**src/rtl/st_frontend_ctrl_block_if.sv**
```systemverilog
// st_frontend_ctrl_block_if
//   Token-stream and control bundle between the network input port / store
//   sequencer (master) and the store-side front-end block controller (slave).
//   Handshake: a word transfers on a rising clock edge when I_Valid and
//   O_Ready are both high. O_Ready never depends on I_Valid, so a source may
//   hold I_Valid and its word for any number of cycles until O_Ready is high.
//   I_* : requests and word fields from the source side.
//   O_* : readiness, word classification, store strobe and end-of-block pulses.
interface st_frontend_ctrl_block_if;
  logic       I_Event_Store;
  logic       I_Bypass;
  logic [7:0] I_Length;
  logic       I_Valid;
  logic       I_Nack;
  logic [7:0] I_Attrib_Length;
  logic       I_Attrib_Term;
  logic       I_Abort;
  logic       O_Ready;
  logic       O_is_MyID;
  logic       O_is_IDWord;
  logic       O_is_AttributeWord;
  logic       O_is_BodyWord;
  logic       O_Store;
  logic       O_is_End_Block;
  logic       O_is_End_Term_Block;

  modport master (
    output I_Event_Store, I_Bypass, I_Length, I_Valid, I_Nack,
           I_Attrib_Length, I_Attrib_Term, I_Abort,
    input  O_Ready, O_is_MyID, O_is_IDWord, O_is_AttributeWord,
           O_is_BodyWord, O_Store, O_is_End_Block, O_is_End_Term_Block
  );

  modport slave (
    input  I_Event_Store, I_Bypass, I_Length, I_Valid, I_Nack,
           I_Attrib_Length, I_Attrib_Term, I_Abort,
    output O_Ready, O_is_MyID, O_is_IDWord, O_is_AttributeWord,
           O_is_BodyWord, O_Store, O_is_End_Block, O_is_End_Term_Block
  );
endinterface

```
**src/rtl/st_frontend_ctrl_block.sv**
```systemverilog
// st_frontend_ctrl_block
//   Frames the incoming store token stream into MyID, three ID words, an
//   attribute word and a body whose length comes from the attribute word
//   (or from I_Length when bypassing the header). Attribute and body words
//   are written to memory (O_Store); MyID/ID words are consumed only.
// Ports
//   clock     : system clock
//   reset     : asynchronous, active-high reset
//   bus       : token stream / control bundle (slave side)
//   dbg_state : registered FSM state for observation
// Parameter
//   EXTERNAL  : 1 = a non-terminal, non-bypass block chains back to the
//               attribute word; 0 = always return to INIT after a body.
module st_frontend_ctrl_block #(
  parameter bit EXTERNAL = 1'b1
) (
  input  logic                        clock,
  input  logic                        reset,
  st_frontend_ctrl_block_if.slave     bus,
  output logic [2:0]                  dbg_state
);

  localparam logic [2:0] S_INIT   = 3'd0;
  localparam logic [2:0] S_MYID   = 3'd1;
  localparam logic [2:0] S_ID     = 3'd2;
  localparam logic [2:0] S_ATTRIB = 3'd3;
  localparam logic [2:0] S_BODY   = 3'd4;

  logic [2:0] state;
  logic [1:0] r_cnt_id;
  logic [8:0] r_count;     // words left in the body, 9 bits so 8'hFF+1 fits
  logic       r_term;
  logic       r_bypass;    // current body was entered through bypass
  logic       r_end;
  logic       r_end_term;
  logic       accept;

  assign bus.O_Ready            = (state != S_INIT) & ~bus.I_Nack;
  assign accept                 = bus.I_Valid & bus.O_Ready;
  assign bus.O_is_MyID          = (state == S_MYID);
  assign bus.O_is_IDWord        = (state == S_ID);
  assign bus.O_is_AttributeWord = (state == S_ATTRIB);
  assign bus.O_is_BodyWord      = (state == S_BODY);
  assign bus.O_Store            = accept & ((state == S_ATTRIB) | (state == S_BODY));
  assign bus.O_is_End_Block     = r_end;
  assign bus.O_is_End_Term_Block = r_end_term;
  assign dbg_state              = state;

  always_ff @(posedge clock or posedge reset) begin
    if (reset) begin
      state      <= S_INIT;
      r_cnt_id   <= 2'd0;
      r_count    <= 9'd0;
      r_term     <= 1'b0;
      r_bypass   <= 1'b0;
      r_end      <= 1'b0;
      r_end_term <= 1'b0;
    end else if (bus.I_Abort) begin
      // Abort wins over everything, including an end pulse that would
      // otherwise be raised by a last body word accepted this cycle.
      state      <= S_INIT;
      r_cnt_id   <= 2'd0;
      r_count    <= 9'd0;
      r_term     <= 1'b0;
      r_bypass   <= 1'b0;
      r_end      <= 1'b0;
      r_end_term <= 1'b0;
    end else begin
      r_end      <= 1'b0;
      r_end_term <= 1'b0;
      case (state)
        S_INIT: begin
          if (bus.I_Event_Store) begin
            if (bus.I_Bypass) begin
              state    <= S_BODY;
              r_count  <= {1'b0, bus.I_Length} + 9'd1;
              r_term   <= 1'b1;
              r_bypass <= 1'b1;
            end else begin
              state <= S_MYID;
            end
          end
        end
        S_MYID: begin
          if (accept) begin
            state    <= S_ID;
            r_cnt_id <= 2'd1;
          end
        end
        S_ID: begin
          // Counter runs 1,2,3: the accept seen at 3 is the third ID word.
          if (accept) begin
            if (r_cnt_id == 2'd3) begin
              state    <= S_ATTRIB;
              r_cnt_id <= 2'd0;
            end else begin
              r_cnt_id <= r_cnt_id + 2'd1;
            end
          end
        end
        S_ATTRIB: begin
          if (accept) begin
            state    <= S_BODY;
            r_count  <= {1'b0, bus.I_Attrib_Length} + 9'd1;
            r_term   <= bus.I_Attrib_Term;
            r_bypass <= 1'b0;
          end
        end
        S_BODY: begin
          if (accept) begin
            if (r_count <= 9'd1) begin
              r_count    <= 9'd0;
              r_end      <= 1'b1;
              r_end_term <= r_term;
              if (r_term || !EXTERNAL || r_bypass) begin
                state <= S_INIT;
              end else begin
                state <= S_ATTRIB;
              end
            end else begin
              r_count <= r_count - 9'd1;
            end
          end
        end
        default: begin
          state <= S_INIT;
        end
      endcase
    end
  end

endmodule
```
**src/flat_wrapper.sv**
```systemverilog
// flat-port wrapper written by rule: the top's interface ports become plain ports
module st_frontend_ctrl_block_flat 
#(
  parameter bit EXTERNAL = 1'b1
)
  (clock, reset, dbg_state, bus_I_Event_Store, bus_I_Bypass, bus_I_Length, bus_I_Valid, bus_I_Nack, bus_I_Attrib_Length, bus_I_Attrib_Term, bus_I_Abort, bus_O_Ready, bus_O_is_MyID, bus_O_is_IDWord, bus_O_is_AttributeWord, bus_O_is_BodyWord, bus_O_Store, bus_O_is_End_Block, bus_O_is_End_Term_Block);
  st_frontend_ctrl_block_if bus_i ();
  input  logic clock;
  input  logic reset;
  output logic [2:0] dbg_state;
  input wire logic [$bits(bus_i.I_Event_Store)-1:0] bus_I_Event_Store;
  input wire logic [$bits(bus_i.I_Bypass)-1:0] bus_I_Bypass;
  input wire logic [$bits(bus_i.I_Length)-1:0] bus_I_Length;
  input wire logic [$bits(bus_i.I_Valid)-1:0] bus_I_Valid;
  input wire logic [$bits(bus_i.I_Nack)-1:0] bus_I_Nack;
  input wire logic [$bits(bus_i.I_Attrib_Length)-1:0] bus_I_Attrib_Length;
  input wire logic [$bits(bus_i.I_Attrib_Term)-1:0] bus_I_Attrib_Term;
  input wire logic [$bits(bus_i.I_Abort)-1:0] bus_I_Abort;
  output wire logic [$bits(bus_i.O_Ready)-1:0] bus_O_Ready;
  output wire logic [$bits(bus_i.O_is_MyID)-1:0] bus_O_is_MyID;
  output wire logic [$bits(bus_i.O_is_IDWord)-1:0] bus_O_is_IDWord;
  output wire logic [$bits(bus_i.O_is_AttributeWord)-1:0] bus_O_is_AttributeWord;
  output wire logic [$bits(bus_i.O_is_BodyWord)-1:0] bus_O_is_BodyWord;
  output wire logic [$bits(bus_i.O_Store)-1:0] bus_O_Store;
  output wire logic [$bits(bus_i.O_is_End_Block)-1:0] bus_O_is_End_Block;
  output wire logic [$bits(bus_i.O_is_End_Term_Block)-1:0] bus_O_is_End_Term_Block;
  assign bus_i.I_Event_Store = bus_I_Event_Store;
  assign bus_i.I_Bypass = bus_I_Bypass;
  assign bus_i.I_Length = bus_I_Length;
  assign bus_i.I_Valid = bus_I_Valid;
  assign bus_i.I_Nack = bus_I_Nack;
  assign bus_i.I_Attrib_Length = bus_I_Attrib_Length;
  assign bus_i.I_Attrib_Term = bus_I_Attrib_Term;
  assign bus_i.I_Abort = bus_I_Abort;
  assign bus_O_Ready = bus_i.O_Ready;
  assign bus_O_is_MyID = bus_i.O_is_MyID;
  assign bus_O_is_IDWord = bus_i.O_is_IDWord;
  assign bus_O_is_AttributeWord = bus_i.O_is_AttributeWord;
  assign bus_O_is_BodyWord = bus_i.O_is_BodyWord;
  assign bus_O_Store = bus_i.O_Store;
  assign bus_O_is_End_Block = bus_i.O_is_End_Block;
  assign bus_O_is_End_Term_Block = bus_i.O_is_End_Term_Block;
  st_frontend_ctrl_block #(.EXTERNAL(EXTERNAL)) u_core (.clock(clock), .reset(reset), .bus(bus_i), .dbg_state(dbg_state));
endmodule
```
**config.mk**
```make
export PLATFORM = sky130hd
export DESIGN_NAME = st_frontend_ctrl_block_flat
export DESIGN_NICKNAME = d
export VERILOG_FILES = /design/src/rtl/st_frontend_ctrl_block_if.sv /design/src/rtl/st_frontend_ctrl_block.sv /design/src/flat_wrapper.sv
export SDC_FILE = /design/constraint.sdc
export NUM_CORES = 1
export LEC_CHECK = 0
export CAP_MARGIN = 20
export CELL_PAD_IN_SITES_DETAIL_PLACEMENT = 1
export CELL_PAD_IN_SITES_GLOBAL_PLACEMENT = 1
export CORE_ASPECT_RATIO = 0.9
export CORE_UTILIZATION = 39
export DETAILED_ROUTE_END_ITERATION = 7
export GPL_TIMING_DRIVEN = 0
export PLACE_DENSITY = 0.89
export SLEW_MARGIN = 20
export SYNTH_ARGS = -nofsm -noshare
export SYNTH_HDL_FRONTEND = slang
export SYNTH_SLANG_ARGS = --single-unit
```
**constraint.sdc**
```tcl
create_clock -name clock -period 7.12 [get_ports clock]
set_clock_uncertainty 0.15 [all_clocks]
set_input_delay 1.424 -clock clock [delete_from_list [all_inputs] [get_ports clock]]
set_output_delay 1.424 -clock clock [all_outputs]
set_load 0.1 [all_outputs]
```
==> metrics.csv, run 1 <==
stage,metric,value,unit
synthesis,ys.flop_type,dfrtp_1,
synthesis,synthXorXnorAreaFrac,5.246,%
setup_path,path_max_fanout,5,
clock_network,cts_setup_buffers,0,
timing,setup-tns-final,0,ns
synthesis,synth_top_family_by_area,simple AND/OR/NAND/NOR gates,
hold_path,hold_end,u_core.r_cnt_id[1],
global_routing,grt_max_degree,19,
synthesis,yosys.area_share.simple,31.56,%
clock_network,cts_tree,yes,
drt,wl_per_cell,16.51,um
timing,min_period,5.055,ns
clock_network,cts_resized,0,
drt,num_vias,1646,
timing,holdWs,0.4167,ns
cells_and_area,final_nets,260,
synthesis,synth_nets,222,
setup_path,rr_worst_depth,11,
timing,fin_ws,2.065,ns
cells_and_area,layout-drive-gt1-share,4.762,%
global_routing,busiest_layer,met2,
global_routing,grt_use_met2,40.43,%
power_and_ir_drop,p_leak,0.0007839,uW
timing,setup_viol,0,
place,portBuffers,33,
clock_network,root_buffer,clkbuf_8,
setup_path,r2r_setup_slack,4.32,ns
timing,max_slew_margin,27.02,%
timing,drv_slew,0,
synthesis,yosys-top-cells-area,"dfrtp_1 (30%), nand2_1 (6.0%), nand3_1 (5.3%)",
setup_path,worstReg2RegEnd,u_core.r_count[8],
synthesis,ys_seq_area_share,29.98,%
floorplan,die_h,60.89,um
synthesis,synth_mux_area_share,2.664,%
power_and_ir_drop,peakVddDrop,0.0001175,V
drt,vias_per_cell,5.942,
drt,routed_wl,4574,um
synthesis,yosysTopAreaCellShare,29.98,%
synthesis,synthAdderAreaFrac,3.331,%
global_routing,gr-usage-met1,34.82,%
synthesis,yosys_warnings,0,
setup_path,critPathCaptureType,primary output,
setup_path,critPathRequiredTime,5.55,ns
hold_path,worstHoldPathCells,2,
drt,drc_errors,0,
synthesis,synth_compound_area_share,21.15,%
place,pre_cts_ws,2.080,ns
clock_network,clockBufferDepth,2,
timing,hold_viol,0,
setup_path,critical_path_arrival,3.48,ns
place,hpwlAfterDp,3539,um
floorplan,die_w,67.43,um
timing,rsz0062_at_grt,no,
timing,tightest_slew,1.085,ns
clock_network,htree_levels,1,
cells_and_area,final_cell_mix,"clkdlybuf4s50_1 (33), nand2_1 (24), dfrtp_1 (18)",
global_routing,overflow,0,
power_and_ir_drop,pwr_density_cell,305.9,mW/mm2
global_routing,grt_usage,24.78,%
synthesis,syn_area_per_cell,7.746,um2
synthesis,synth_top_area_cell,dfrtp_1,
synthesis,synth_area,0.001503,mm2
global_routing,antenna_found_initial,0,
drt,drtIter0Drc,60,
cells_and_area,area_delta_synth_final,29.48,%
setup_path,r2r_start,u_core.dbg_state[2],
clock_network,clkSinkCount,18,
cells_and_area,final_common_cell,clkdlybuf4s50_1,
timing,max_freq,0.1978,GHz
synthesis,synth_seq_cells,18,
synthesis,synth_edf_count,0,
hold_path,worstHoldStart,u_core.r_cnt_id[1],
floorplan,core_area,0.003705,mm2
place,place_congestion,0.8499,
clock_network,cts_buffers,3,
floorplan,dieArea,0.004105,mm2
setup_path,criticalPathCategory,input pin to primary output,
clock_network,cts.clk_slew.worst_paths,0.07,ns
global_routing,grt_pass1_wl,7527,um
floorplan,io_pins,35,
global_routing,grt_pass1_vias,1588,
drt,antenna_left,0,
synthesis,synthDistinctLibCells,48,
timing,finalCritPeriodShare,71.00,%
floorplan,start_util,40.56,%
hold_path,min_path_type,flop to flop,
run,maxCapViolations,0,
synthesis,synthCells,194,
setup_path,critPathLaunchType,input pin,
global_routing,use_met3,3.383,%
clock_network,ctsHoldBuffers,0,
floorplan,num_rows,21,
synthesis,async_flop_share,100.0,%
drt,dr.pass1.iters,4,
clock_network,clk_latency,0.26,ns
status,status,finished clean,
cells_and_area,diodes,0,
-- report_power, final --
part           switching (uW)  total (uW)  internal (uW)
clock network            37.4        86.7           49.3
registers                24.6         145            121
logic                     245         363            118
-- final cells by class --
type | instances | area, um2
sequential | 18 | 450.4
tap | 46 | 57.56
clock buffer | 4 | 55.05
inverter | 11 | 41.29
buffer | 9 | 50.05
multi-input combinational | 156 | 960.9
timing repair buffer | 33 | 330.3
fill | 469 | 1759
-- registers in the layout, indices dropped and copies added (netlist names) --
name / cells
u_core.bus.O_is_End_Term_Block: 1
u_core.r_count: 9
u_core.dbg_state: 3
u_core.r_cnt_id: 2
u_core.bus.O_is_End_Block: 1
u_core.r_bypass: 1
u_core.r_term: 1
-- through the flow --
| step | std cells | total power, uW | area (um2) | utilization, % |
|---|---|---|---|---|
| after floorplan | 194 | 411.5 | 1503 | - |
| after global placement | 273 | 501.1 | 1891 | 51.03 |
| after detailed placement | 273 | 506.7 | 1891 | 51.03 |
| after CTS | 277 | 595.0 | 1946 | 52.52 |
| after global routing | 277 | 633.5 | 1946 | 52.52 |
| final | 277 | 595.1 | 1946 | 52.52 |
-- worst max-delay path by stage --
| stage | start | endpoint | slack, ns | cells past startpoint |
|---|---|---|---|---|
| after floorplan | u_core.dbg_state[1] | bus_O_is_IDWord | 1.96 | 2 |
| after global placement | bus_I_Nack | bus_O_Store | 2.08 | 4 |
| after detailed placement | bus_I_Nack | bus_O_Store | 2.08 | 4 |
| after CTS | bus_I_Nack | bus_O_Store | 2.06 | 4 |
| after global routing | bus_I_Nack | bus_O_Store | 2.01 | 4 |
| final | bus_I_Nack | bus_O_Store | 2.06 | 4 |
-- synthesized netlist by cell type (all sizes together) (3+ instances only) --
cell / count
and2: 3
inv: 10
or3: 5
nor3b: 4
nand2b: 3
o21ai: 4
ha: 4
a21oi: 14
nand3b: 3
xor2: 8
mux2i: 4
clkbuf: 5
nand2: 24
nor3: 8
nor4: 3
o32ai: 4
a32oi: 3
nand3: 17
nor2: 17
buf: 4
a31oi: 3
dfrtp: 18
-- routing by layer --
metal	vias up	part of all wire (%)
met5	-	0
met4	0	0.61
met3	2	3.7
met2	44	48
met1	816	47
li1	784	-
-- cells by family (layout without fill, tap and decap cells) --
kind of cell             after synthesis  after routing
AO/OA/AOI/OAI                         46             46
multiplexers                           4              4
AND/OR/NAND/NOR                       93             93
buffers and inverters                 20             57
XOR/XNOR                               9              9
flip-flops                            18             18
adder cells (fa/ha/maj)                4              4
-- critical path: stages --
cell and delay (ns):
clkdlybuf4s50_1 0.49, nand2b_1 0.23, a21oi_1 0.17, clkdlybuf4s50_1 1.16
Power figures use the tool's default switching activity.
==> inputs of run 2 (changes only) <==
--- a/config.mk
+++ b/config.mk
@@ -9,10 +9,10 @@
 export CELL_PAD_IN_SITES_DETAIL_PLACEMENT = 1
 export CELL_PAD_IN_SITES_GLOBAL_PLACEMENT = 1
 export CORE_ASPECT_RATIO = 0.9
-export CORE_UTILIZATION = 39
+export CORE_UTILIZATION = 36
 export DETAILED_ROUTE_END_ITERATION = 7
 export GPL_TIMING_DRIVEN = 0
-export PLACE_DENSITY = 0.89
+export PLACE_DENSITY = 0.84
 export SLEW_MARGIN = 20
 export SYNTH_ARGS = -nofsm -noshare
 export SYNTH_HDL_FRONTEND = slang
==> constraint.sdc (replaced) <==
create_clock -name clock -period 5.1 [get_ports clock]
set_clock_uncertainty 0.15 [all_clocks]
set_input_delay 1.02 -clock clock [delete_from_list [all_inputs] [get_ports clock]]
set_output_delay 1.02 -clock clock [all_outputs]
set_load 0.1 [all_outputs]
==> run 2 against run 1 <==
  * Via count decreased by 0.49%
  * Wire length up 1.4%
  * Core utilization decreased by 2.5 points
  * Final cell count fell by 0.36%
  * First-iteration DRC count increased by 68%
  * Die area rose by 8.1%
  * Non-clock buffer count did not move
  * Sequential power up 39%
  * Critical endpoint unchanged
  * Highest routed layer unchanged
==> metrics.csv, run 2 (synthesized netlist as in run 1, its figures left out) <==
stage,metric,value,unit,change
floorplan,dieArea,0.004437,mm2,was 0.004105 mm2
timing,hold_viol,0,,unchanged
setup_path,path_cells,clkdlybuf4s50_1 > nand2b_1 > a21oi_1 > clkdlybuf4s50_1,,unchanged
clock_network,cts.clk_slew.worst_paths,0.07,ns,about the same
cells_and_area,final_common_cell,clkdlybuf4s50_1,,unchanged
timing,max_slew_margin,34.21,%,was 27.02%
timing,min_period,4.219,ns,
hold_path,min_path_type,flop to flop,,unchanged
status,status,finished clean,,unchanged
place,place_congestion,0.8571,,was 0.8499
timing,tightest_slew,0.9778,ns,was 1.085 ns
clock_network,root_buffer,clkbuf_8,,unchanged
global_routing,grt_pass1_wl,7845,um,was 7527 um
place,pre_cts_ws,0.8620,ns,was 2.080 ns
setup_path,critical_path_arrival,3.05,ns,was 3.48 ns
drt,num_vias,1638,,"was 1,646"
run,maxCapViolations,0,,unchanged
drt,drc_errors,0,,unchanged
timing,rsz0062_at_grt,no,,unchanged
global_routing,overflow,0,,unchanged
clock_network,htree_levels,1,,unchanged
clock_network,clockBufferDepth,2,,unchanged
timing,setup_viol,0,,unchanged
clock_network,cts_buffers,3,,unchanged
timing,fin_ws,0.8809,ns,was 2.065 ns
cells_and_area,area_delta_synth_final,28.56,%,was 29.48%
drt,vias_per_cell,5.935,,was 5.942
clock_network,cts_tree,yes,,unchanged
clock_network,cts_setup_buffers,0,,unchanged
floorplan,io_pins,35,,unchanged
cells_and_area,final_cell_mix,"clkdlybuf4s50_1 (33), nand2_1 (24), dfrtp_1 (18)",,unchanged
power_and_ir_drop,peakVddDrop,0.0002356,V,was 0.0001175 V
setup_path,cpMostUsedCell,clkdlybuf4s50_1,,unchanged
floorplan,die_h,63.29,um,was 60.89 um
cells_and_area,largest_reg_flops,9,,unchanged
clock_network,clkSinkCount,18,,unchanged
setup_path,critPathRequiredTime,3.93,ns,was 5.55 ns
floorplan,core_area,0.003862,mm2,was 0.003705 mm2
global_routing,grt_usage,22.31,%,was 24.78%
clock_network,ctsHoldBuffers,0,,unchanged
place,portBuffers,33,,unchanged
setup_path,path_max_fanout,5,,unchanged
cells_and_area,diodes,0,,unchanged
cells_and_area,regMostFlops,u_core.r_count,,unchanged
setup_path,cp_top_family,buffers and inverters,,unchanged
setup_path,critPathCaptureType,primary output,,unchanged
floorplan,num_rows,21,,unchanged
drt,drtIter0Drc,101,,was 60
cells_and_area,layout-drive-gt1-share,4.348,%,was 4.762%
setup_path,criticalPathCategory,input pin to primary output,,unchanged
setup_path,cp_slowest_cell,clkdlybuf4s50_1,,unchanged
drt,wl_per_cell,16.80,um,was 16.51 um
clock_network,clk_latency,0.25,ns,was 0.26 ns
cells_and_area,final_nets,260,,unchanged
timing,drv_slew,0,,unchanged
drt,routed_wl,4637,um,was 4574 um
power_and_ir_drop,p_leak,0.0007767,uW,was 0.0007839 uW
floorplan,start_util,38.91,%,was 40.56%
clock_network,cts_resized,0,,unchanged
global_routing,grt_max_degree,19,,unchanged
drt,dr.pass1.iters,4,,unchanged
timing,max_freq,0.2370,GHz,
setup_path,cp_num_buf_inv,2,,unchanged
global_routing,grt_pass1_vias,1575,,"was 1,588"
power_and_ir_drop,pwr_density_cell,421.3,mW/mm2,was 305.9 mW/mm2
floorplan,die_w,70.10,um,was 67.43 um
setup_path,max_stage_delay,1.15,ns,was 1.16 ns
drt,antenna_left,0,,unchanged
setup_path,critPathLaunchType,input pin,,unchanged
timing,setup-tns-final,0,ns,unchanged
place,hpwlAfterDp,3586,um,was 3539 um
global_routing,antenna_found_initial,0,,unchanged
timing,finalCritPeriodShare,82.73,%,
[run 2: cell types whose count changed in the layout (fill, tap and decap cells not counted), sizes merged]
cell / change
clkbuf: -1
[run 2: worst paths after layout]
check / cells past startpoint / slack [ns] / start / to
worst min register to register: 1 / 0.40 / u_core.r_term / u_core.bus.O_is_End_Term_Block
min in group asynchronous: 2 / 1.03 / reset / u_core.r_bypass
worst max-delay path: 4 / 0.88 / bus_I_Nack / bus_O_Store
max in group asynchronous: 2 / 3.31 / reset / u_core.r_count[2]
worst max register to register: 11 / 2.23 / u_core.dbg_state[2] / u_core.r_count[8]
worst min-delay path: 1 / 0.40 / u_core.r_term / u_core.bus.O_is_End_Term_Block
[run 2: through the flow]
step	std cells	util (%)	total power [uW]	hold slack [ns]	instance area, um2
floorplan	194	-	574.5	0.3443	1503
global placement	273	48.95	703.1	0.3762	1891
detailed placement	273	48.95	708.2	0.3935	1891
CTS	276	50.02	811.8	0.4120	1932
global route	276	50.02	864.2	0.4286	1932
finish	276	50.02	813.9	0.4031	1932
[run 2: power by group]
group          internal, uW  total [uW]  switching (uW)
sequential              168         201            32.2
clock                  52.5        99.1            46.6
combinational           165         514             349
total                   386         814             428
[run 2: cell type report]
type / instances / area, um2
flip-flops and latches: 18 / 450.4
fillers: 483 / 1931
well taps: 46 / 57.56
inverters: 11 / 41.29
clock buffers: 3 / 41.29
multi-input cells: 156 / 960.9
plain buffers: 9 / 50.05
repair buffers: 33 / 330.3
[run 2: metal layers]
layer  GRT usage (%)  routed length, um  vias up  share of wire [%]
li1                -                  -      787                  -
met1           33.30               2335      804                 50
met2           33.41               2038       43                 44
met3           4.640                216        4                4.7
met4           3.500                 46        0               0.99
met5               0                  0        -                  0
==> inputs of run 3 (changes only) <==
==> constraint.sdc (replaced) <==
create_clock -name clock -period 4.2 [get_ports clock]
set_clock_uncertainty 0.15 [all_clocks]
set_input_delay 0.84 -clock clock [delete_from_list [all_inputs] [get_ports clock]]
set_output_delay 0.84 -clock clock [all_outputs]
set_load 0.1 [all_outputs]
==> run 3 against run 2 <==
  * Combinational power rose by 22%
  * Register-to-register slack got worse by 0.97 ns
  * Global-route usage rose by 0.11 points
  * Via count fell by 2.4%
  * Largest power group unchanged
==> metrics.csv, run 3 (synthesized netlist as in run 1, its figures left out) <==
stage,metric,value,unit,change
power_and_ir_drop,intPower,469.5,uW,was 385.8 uW
global_routing,grt_pass1_wl,7955,um,was 7845 um
clock_network,root_buffer,clkbuf_8,,unchanged
global_routing,gr-usage-met1,33.07,%,was 33.30%
timing,tightest_slew,0.9638,ns,was 0.9778 ns
global_routing,grt_max_degree,19,,unchanged
power_and_ir_drop,sequentialPowerShare,24.6,%,was 24.7%
hold_path,worstHoldStart,u_core.r_term,,unchanged
clock_network,cts_setup_buffers,0,,unchanged
drt,vias_per_cell,5.790,,was 5.935
clock_network,cts.clk_slew.worst_paths,0.07,ns,about the same
setup_path,path_cells,or3b_1 > clkbuf_1 > buf_2 > a21oi_1 > clkdlybuf4s50_1,,was clkdlybuf4s50_1 > nand2b_1 > a21oi_1 > clkdlybuf4s50_1
place,pre_cts_ws,0.3610,ns,was 0.8620 ns
hold_path,min_path_type,flop to flop,,unchanged
hold_path,worstHoldPathCells,1,,unchanged
setup_path,worstReg2RegEnd,u_core.r_count[8],,unchanged
power_and_ir_drop,combPwrFrac,63.3,%,was 63.2%
cells_and_area,fin_util,50.15,%,was 50.02%
global_routing,busiest_layer,met2,,unchanged
drt,dr.pass1.iters,4,,unchanged
global_routing,grt_usage,22.41,%,was 22.31%
timing,drv_slew,0,,unchanged
timing,rsz0062_at_grt,no,,unchanged
cells_and_area,final_nets,260,,unchanged
power_and_ir_drop,netSwitchingFraction,52.65,%,was 52.60%
floorplan,dieArea,0.004437,mm2,unchanged
global_routing,grt_pass1_vias,1579,,"was 1,575"
cells_and_area,area_delta_synth_final,28.89,%,was 28.56%
floorplan,die_w,70.10,um,unchanged
floorplan,die_h,63.29,um,unchanged
cells_and_area,diodes,0,,unchanged
drt,drc_errors,0,,unchanged
cells_and_area,largest_reg_flops,9,,unchanged
setup_path,max_stage_delay,1.16,ns,was 1.15 ns
timing,fin_ws,0.3127,ns,was 0.8809 ns
setup_path,criticalPathCategory,flop to primary output,,was input pin to primary output
timing,setup_viol,0,,unchanged
cells_and_area,layout-drive-gt1-share,4.783,%,was 4.348%
clock_network,cts_tree,yes,,unchanged
timing,setup-tns-final,0,ns,unchanged
setup_path,critPathLaunchType,flop,,was input pin
drt,antenna_left,0,,unchanged
global_routing,antenna_found_initial,0,,unchanged
setup_path,r2r_setup_slack,1.26,ns,was 2.23 ns
cells_and_area,final_common_cell,clkdlybuf4s50_1,,unchanged
clock_network,clockBufferDepth,2,,unchanged
cells_and_area,final_cell_mix,"clkdlybuf4s50_1 (33), nand2_1 (24), dfrtp_1 (18)",,unchanged
power_and_ir_drop,pwr_density_cell,512.0,mW/mm2,was 421.3 mW/mm2
timing,max_slew_margin,35.15,%,was 34.21%
setup_path,cp_num_buf_inv,3,,was 2
timing,min_period,3.887,ns,
power_and_ir_drop,power.switching,522.1,uW,was 428.1 uW
floorplan,io_pins,35,,unchanged
setup_path,rr_worst_depth,11,,unchanged
drt,drtIter0Drc,108,,was 101
drt,wl_per_cell,16.94,um,was 16.80 um
clock_network,cts_resized,0,,unchanged
global_routing,use_met3,4.640,%,unchanged
setup_path,cp_slowest_cell,clkdlybuf4s50_1,,unchanged
power_and_ir_drop,peakVddDrop,0.0003536,V,was 0.0002356 V
clock_network,cts_buffers,3,,unchanged
place,portBuffers,33,,unchanged
floorplan,start_util,38.91,%,unchanged
setup_path,critical_path_arrival,2.90,ns,was 3.05 ns
place,hpwlAfterDp,3601,um,was 3586 um
place,place_congestion,0.8626,,was 0.8571
cells_and_area,n_fill_cell,481,,was 483
cells_and_area,regMostFlops,u_core.r_count,,unchanged
setup_path,path_max_fanout,10,,was 5
clock_network,ctsHoldBuffers,0,,unchanged
timing,hold_viol,0,,unchanged
clock_network,clkSinkCount,18,,unchanged
setup_path,critPathRequiredTime,3.21,ns,was 3.93 ns
timing,finalCritPeriodShare,92.55,%,
setup_path,cp_top_family,buffers and inverters,,unchanged
clock_network,htree_levels,1,,unchanged
status,status,finished clean,,unchanged
power_and_ir_drop,p_leak,0.0007801,uW,was 0.0007767 uW
global_routing,overflow,0,,unchanged
timing,max_freq,0.2572,GHz,
global_routing,grt_use_met2,34.62,%,was 33.41%
drt,routed_wl,4675,um,was 4637 um
setup_path,critPathCaptureType,primary output,,unchanged
power_and_ir_drop,p_clk_share,12.1,%,was 12.2%
drt,num_vias,1598,,"was 1,638"
clock_network,clk_latency,0.25,ns,about the same
floorplan,core_area,0.003862,mm2,unchanged
floorplan,num_rows,21,,unchanged
setup_path,r2r_start,u_core.dbg_state[2],,unchanged
hold_path,hold_end,u_core.bus.O_is_End_Term_Block,,unchanged
run,maxCapViolations,0,,unchanged
==> run 3: area by class of cell <==
| cell class | count | area (um2) | area share, % |
|---|---|---|---|
| Tap cell | 46 | 57.56 | 2.972 |
| Timing Repair Buffer | 33 | 330.3 | 17.05 |
| Buffer | 9 | 50.05 | 2.584 |
| Multi-Input combinational cell | 156 | 965.9 | 49.87 |
| Clock buffer | 3 | 41.29 | 2.132 |
| Sequential cell | 18 | 450.4 | 23.26 |
| Inverter | 11 | 41.29 | 2.132 |
==> run 3: worst max-delay path by stage <==
stage / slack, ns / start / cells after the start / to
floorplan: 0.06 / u_core.dbg_state[2] / 4 / bus_O_Store
CTS: 0.31 / u_core.dbg_state[0] / 5 / bus_O_Store
detailed placement: 0.36 / bus_I_Nack / 4 / bus_O_Store
finish: 0.31 / u_core.dbg_state[0] / 5 / bus_O_Store
global placement: 0.35 / bus_I_Nack / 4 / bus_O_Store
global route: 0.20 / u_core.dbg_state[0] / 5 / bus_O_Store
==> run 3: metrics by stage <==
| step | hold WS, ns | area [um2] | power (uW) | cells |
|---|---|---|---|---|
| after floorplan | 0.3443 | 1508 | 699.4 | 194 |
| after global placement | 0.3782 | 1896 | 855.7 | 273 |
| after detailed placement | 0.3779 | 1896 | 865.3 | 273 |
| after CTS | 0.3936 | 1937 | 991.0 | 276 |
| after global routing | 0.4146 | 1937 | 1052 | 276 |
| final | 0.3898 | 1937 | 991.6 | 276 |
==> run 3: per-layer routing <==
metal	vias to the layer above	share of wire, %
met3	4	6.2
met1	766	48
met4	0	0.73
met2	44	45
met5	-	0
li1	784	-
==> run 3: power groups by stage <==
stage	clock network [uW]	registers [uW]	logic, uW
floorplan	0	302	398
detailed placement	0	247	618
global route	130	250	672
global placement	0	246	610
CTS	123	244	624
finish	120	244	628
==> edit 1, RTL diff (settings of run 1) <==
`EXTERNAL` is set to 1'b1 in 2 places; all go to 1'b0.
--- a/src/rtl/st_frontend_ctrl_block.sv
+++ b/src/rtl/st_frontend_ctrl_block.sv
@@ -14,3 +14,3 @@
 module st_frontend_ctrl_block #(
-  parameter bit EXTERNAL = 1'b1
+  parameter bit EXTERNAL = 1'b0
 ) (
--- a/src/flat_wrapper.sv
+++ b/src/flat_wrapper.sv
@@ -3,3 +3,3 @@
 #(
-  parameter bit EXTERNAL = 1'b1
+  parameter bit EXTERNAL = 1'b0
 )
Behaviour: not the same (Yosys sat finds a counterexample within 10 cycles, from zero or initial values and one cycle with reset high).
==> edit 1 against run 1 <==
Total power decreased by 23%. Register-to-register slack got worse by 0.09 ns. Wire length grew 2.6%. Utilization rose by 0.30 points. Sequential cell count decreased by 1. Area after synthesis increased by 0.67%. Worst setup slack worse by 0.14 ns. Design area is 0.58% higher. Critical endpoint unchanged. Largest cell class unchanged.
==> edit 1: results (changes against run 1) <==
| Metric | Value |
|---|---|
| Status | completed (unchanged) |
| Wire length on met2 | 2312 um (was 2208 um) |
| Leakage | 0.8211 nW (was 0.7839 nW) |
| Hold_sp | u_core.r_term (was u_core.r_cnt_id[1]) |
| Fin nets | 258 (was 260) |
| Placed insts | 271 (was 273) |
| Layout cell share with drive strength beyond 1 | 7.424% (was 4.762%) |
| Sequential area share after synthesis | 28.12% (was 29.98%) |
| Filler cells | 438 (was 469) |
| Mean post-synth cell area | 7.920 um^2 (was 7.746 um^2) |
| Worst Path Max Fanout | 8 (was 5) |
| Worst slew pin tran | 0.9738 ns (was 1.085 ns) |
| Hold Crit Depth | 1 (was 2) |
| First-pass GRT wire length | 7776 um (was 7527 um) |
| Inverters | 10 (was 11) |
| Final instance area | 0.001957 mm^2 (was 0.001946 mm^2) |
| DP Area | 0.001911 mm^2 (was 0.001891 mm^2) |
| Die ar. | 0.004132 mm^2 (was 0.004105 mm^2) |
| Final wirelength | 4693 um (was 4574 um) |
| IO buf count | 34 (was 33) |
| Worst EP arrival | 3.62 ns (was 3.48 ns) |
| Buffer share of cell area | 20.20% (was 19.55%) |
| Vias in the first global route | 1662 (was 1588) |
| R2r endpoint | u_core.r_count[2] (was u_core.r_count[8]) |
| Iteration-0 DRC Markers | 117 (was 60) |
| M1 WL | 2138 um (was 2169 um) |
| Routed via count | 1627 (was 1646) |
| Syn_nets | 219 (was 222) |
| Max VDD drop | 81.41 uV (was 117.5 uV) |
| Clock buffers and inverters, area share | 2.366% (was 2.830%) |
| Vias/cell | 5.916 (was 5.942) |
| Hold endpoint | u_core.bus.O_is_End_Term_Block (was u_core.r_cnt_id[1]) |
| Netlist cell types | 53 (was 48) |
| Final hold slack | 0.3822 ns (was 0.4167 ns) |
| FF+latch count | 17 (was 18) |
| DR WL met3 | 199 um (was 167 um) |
| R2R Setup Slk | 4.23 ns (was 4.32 ns) |
| Largest net degree at the start of global routing | 18 (was 19) |
| Slack of the critical path | 1.924 ns (was 2.065 ns) |
## edit 1: routing by layer
| metal | vias up | global-route usage (%) |
|---|---|---|
| li1 | 781 | - |
| met1 | 804 | 32.99 |
| met2 | 38 | 43.14 |
| met3 | 4 | 6.111 |
| met4 | 0 | 4.863 |
| met5 | - | 0 |
## edit 1: cell families (layout without fill, tap and decap cells)
group	Yosys count	count (layout)	synth area share [%]
and+or+nand+nor	85	85	30.44
xor gates and xnor gates	8	8	4.631
muxes	4	4	2.647
buffers and inverters	20	58	6.121
adders and majority gates	4	4	3.309
DFF	17	17	28.12
AOI/OAI and AO/OA	53	53	24.73
## edit 1: where the power goes
| group | switching (mW) | internal [mW] | leakage, nW |
|---|---|---|---|
| Sequential | 0.0199 | 0.111 | 0.230 |
| Combinational | 0.161 | 0.0901 | 0.565 |
| Clock | 0.0371 | 0.0390 | 0.0255 |
| Total | 0.218 | 0.240 | 0.821 |
==> edit 2, RTL diff (config.mk and constraints of run 1) <==
Made on the original files. Reset style: synchronous (`reset`), changed in one clocked block. Comments in the files are not updated.
--- a/src/rtl/st_frontend_ctrl_block.sv
+++ b/src/rtl/st_frontend_ctrl_block.sv
@@ -48,3 +48,3 @@
 
-  always_ff @(posedge clock or posedge reset) begin
+  always_ff @(posedge clock) begin
     if (reset) begin
Formal check against the unedited RTL: differs if reset is asserted again (counterexample within 4 cycles, from zero or initial values and one cycle with reset high); with reset held inactive, the same outputs for 10 cycles.
==> edit 2 against run 1 <==
Register-to-register slack got worse by 0.20 ns. Worst setup slack got worse by 0.045 ns. First-iteration DRC count rose by 30%. Worst hold slack got worse by 0.069 ns. Area after synthesis fell by 2.6%. Wire length fell by 0.37%. Design area fell by 2.3%. Synthesized cell count rose by 1.0%. Sequential cell count did not move.
Power is not compared: it rests on default switching activity, and its combinational part moved more than twofold at a synthesized area within 25%.
==> edit 2: results (changes against run 1) <==
| Metric | Value |
|---|---|
| Hold Path Class | reg -> reg (unchanged) |
| #MultiIn Comb | 158 (was 156) |
| First-pass GRT wire length | 7403 um (was 7527 um) |
| Worst EP arrival | 3.53 ns (was 3.48 ns) |
| Synth cell count leaders | nor2_1, dfxtp_1, nand3_1 (was nand2_1, dfrtp_1, nor2_1) |
| Post-Synth Adder-Cell Area | 3.419% (was 3.331%) |
| Main synth FF type | dfxtp_1 (was dfrtp_1) |
| Post-synthesis compound-gate area fraction | 22.82% (was 21.15%) |
| Crit path largest cell delay | 1.17 ns |
| Clock buffer depth | 2 (unchanged) |
| IO buf count | 34 (was 33) |
| Total GRT Usage | 24.58% (was 24.78%) |
| Status | completed (unchanged) |
| Sequential area share after synthesis | 24.62% (was 29.98%) |
| Setup WS pre-CTS | 2.022 ns (was 2.080 ns) |
| Largest net degree at the start of global routing | 11 (was 19) |
| Inverters | 9 (was 11) |
| Multiplexer area fraction after synthesis | 2.821% (was 2.664%) |
| Top post-synthesis cells by area | dfxtp_1, nor2_1, nand3_1 (was dfrtp_1, nand2_1, nand3_1) |
| Seq area share | 18.96% (was 23.15%) |
| Fin nets | 263 (was 260) |
| Post-synth ARST share | 0% (was 100.0%) |
| Iteration-0 DRC Markers | 78 (was 60) |
| Leakage | 0.7241 nW |
| Worst slew pin tran | 0.9703 ns (was 1.085 ns) |
| Max reg flops | 9 (unchanged) |
| ANT cells | 0 (unchanged) |
| Final-report hold violation count | 0 (unchanged) |
| P_int | 0.1733 mW |
| Worst Path Max Fanout | 9 (was 5) |
| Dpl hpwl | 3564 um (was 3539 um) |
| Layout cell share with drive strength beyond 1 | 7.725% (was 4.762%) |
| Non-clock buffer count | 45 (was 42) |
| Worst-Skew Late Latency | 0.26 ns (about the same) |
| Vias in the first global route | 1602 (was 1588) |
| Clk pin slew, worst setup/hold paths | 0.07 ns (about the same) |
| Buffer share of cell area | 21.66% (was 19.55%) |
| Synth Area in XOR/XNOR | 4.188% (was 5.246%) |
| Average routed wire per standard cell | 16.45 um (was 16.51 um) |
| Multi-input logic portion of the cell area | 52.53% (was 49.39%) |
| Clock root buffer | clkbuf_8 (unchanged) |
| Filler cells | 461 (was 469) |
| Clk_buf instances | 3 (was 4) |
| Syn_nets | 224 (was 222) |
| Vias/cell | 5.856 (was 5.942) |
| Top Family by Delay on Critical Path | buffers and inverters (unchanged) |
| Netlist cell types | 48 (unchanged) |
| Final RePlAce weighted congestion | 0.7956 (was 0.8499) |
| Clock buffers and inverters, area share | 2.172% (was 2.830%) |
-- edit 2: final timing paths --
path | from | end | slack (ns) | depth (start not counted)
worst min-delay path | u_core.r_count[8] | u_core.r_count[8] | 0.35 | 2
worst min register to register | u_core.r_count[8] | u_core.r_count[8] | 0.35 | 2
worst max-delay path | bus_I_Nack | bus_O_Store | 2.02 | 5
worst max register to register | u_core.dbg_state[1] | u_core.r_count[6] | 4.12 | 12
-- edit 2: routing by layer --
layer / share of wire (%) / vias to the layer above / wire length [um] / global-route usage [%]
met1: 47 / 780 / 2160 / 31.96
met4: 0.97 / 0 / 44 / 3.647
met2: 47 / 40 / 2162 / 43.29
met3: 4.1 / 6 / 189 / 4.008
met5: 0 / - / 0 / 0
li1: - / 796 / - / -
-- edit 2: metrics by stage --
step	utilization [%]	cells	cell area, um^2
2_1_floorplan	-	196	1464
4_1_cts	54.64	277	1901
5_1_grt	54.64	277	1901
3_3_place_gp	53.45	274	1859
6_report	54.64	277	1901
3_5_place_dp	53.45	274	1859
-- edit 2: power by group through the flow --
stage	Clock, mW	Combinational, mW	Sequential, mW
floorplan	0	0.0435	0.111
global placement	0	0.0745	0.108
detailed placement	0	0.0763	0.108
CTS	0.0752	0.0767	0.106
global route	0.0800	0.0828	0.106
finish	0.0744	0.0767	0.106
-- edit 2: worst reg2reg max path: stages, from the launching register on --
cell	delay, ns
dfxtp_1	0.34
clkbuf_1	0.31
nand3b_1	0.31
clkbuf_1	0.33
inv_1	0.19
nand2_1	0.07
nand2_1	0.07
ha_1	0.21
nand3_1	0.18
or3_1	0.38
nand3_1	0.10
a32oi_1	0.11
o32ai_1	0.15
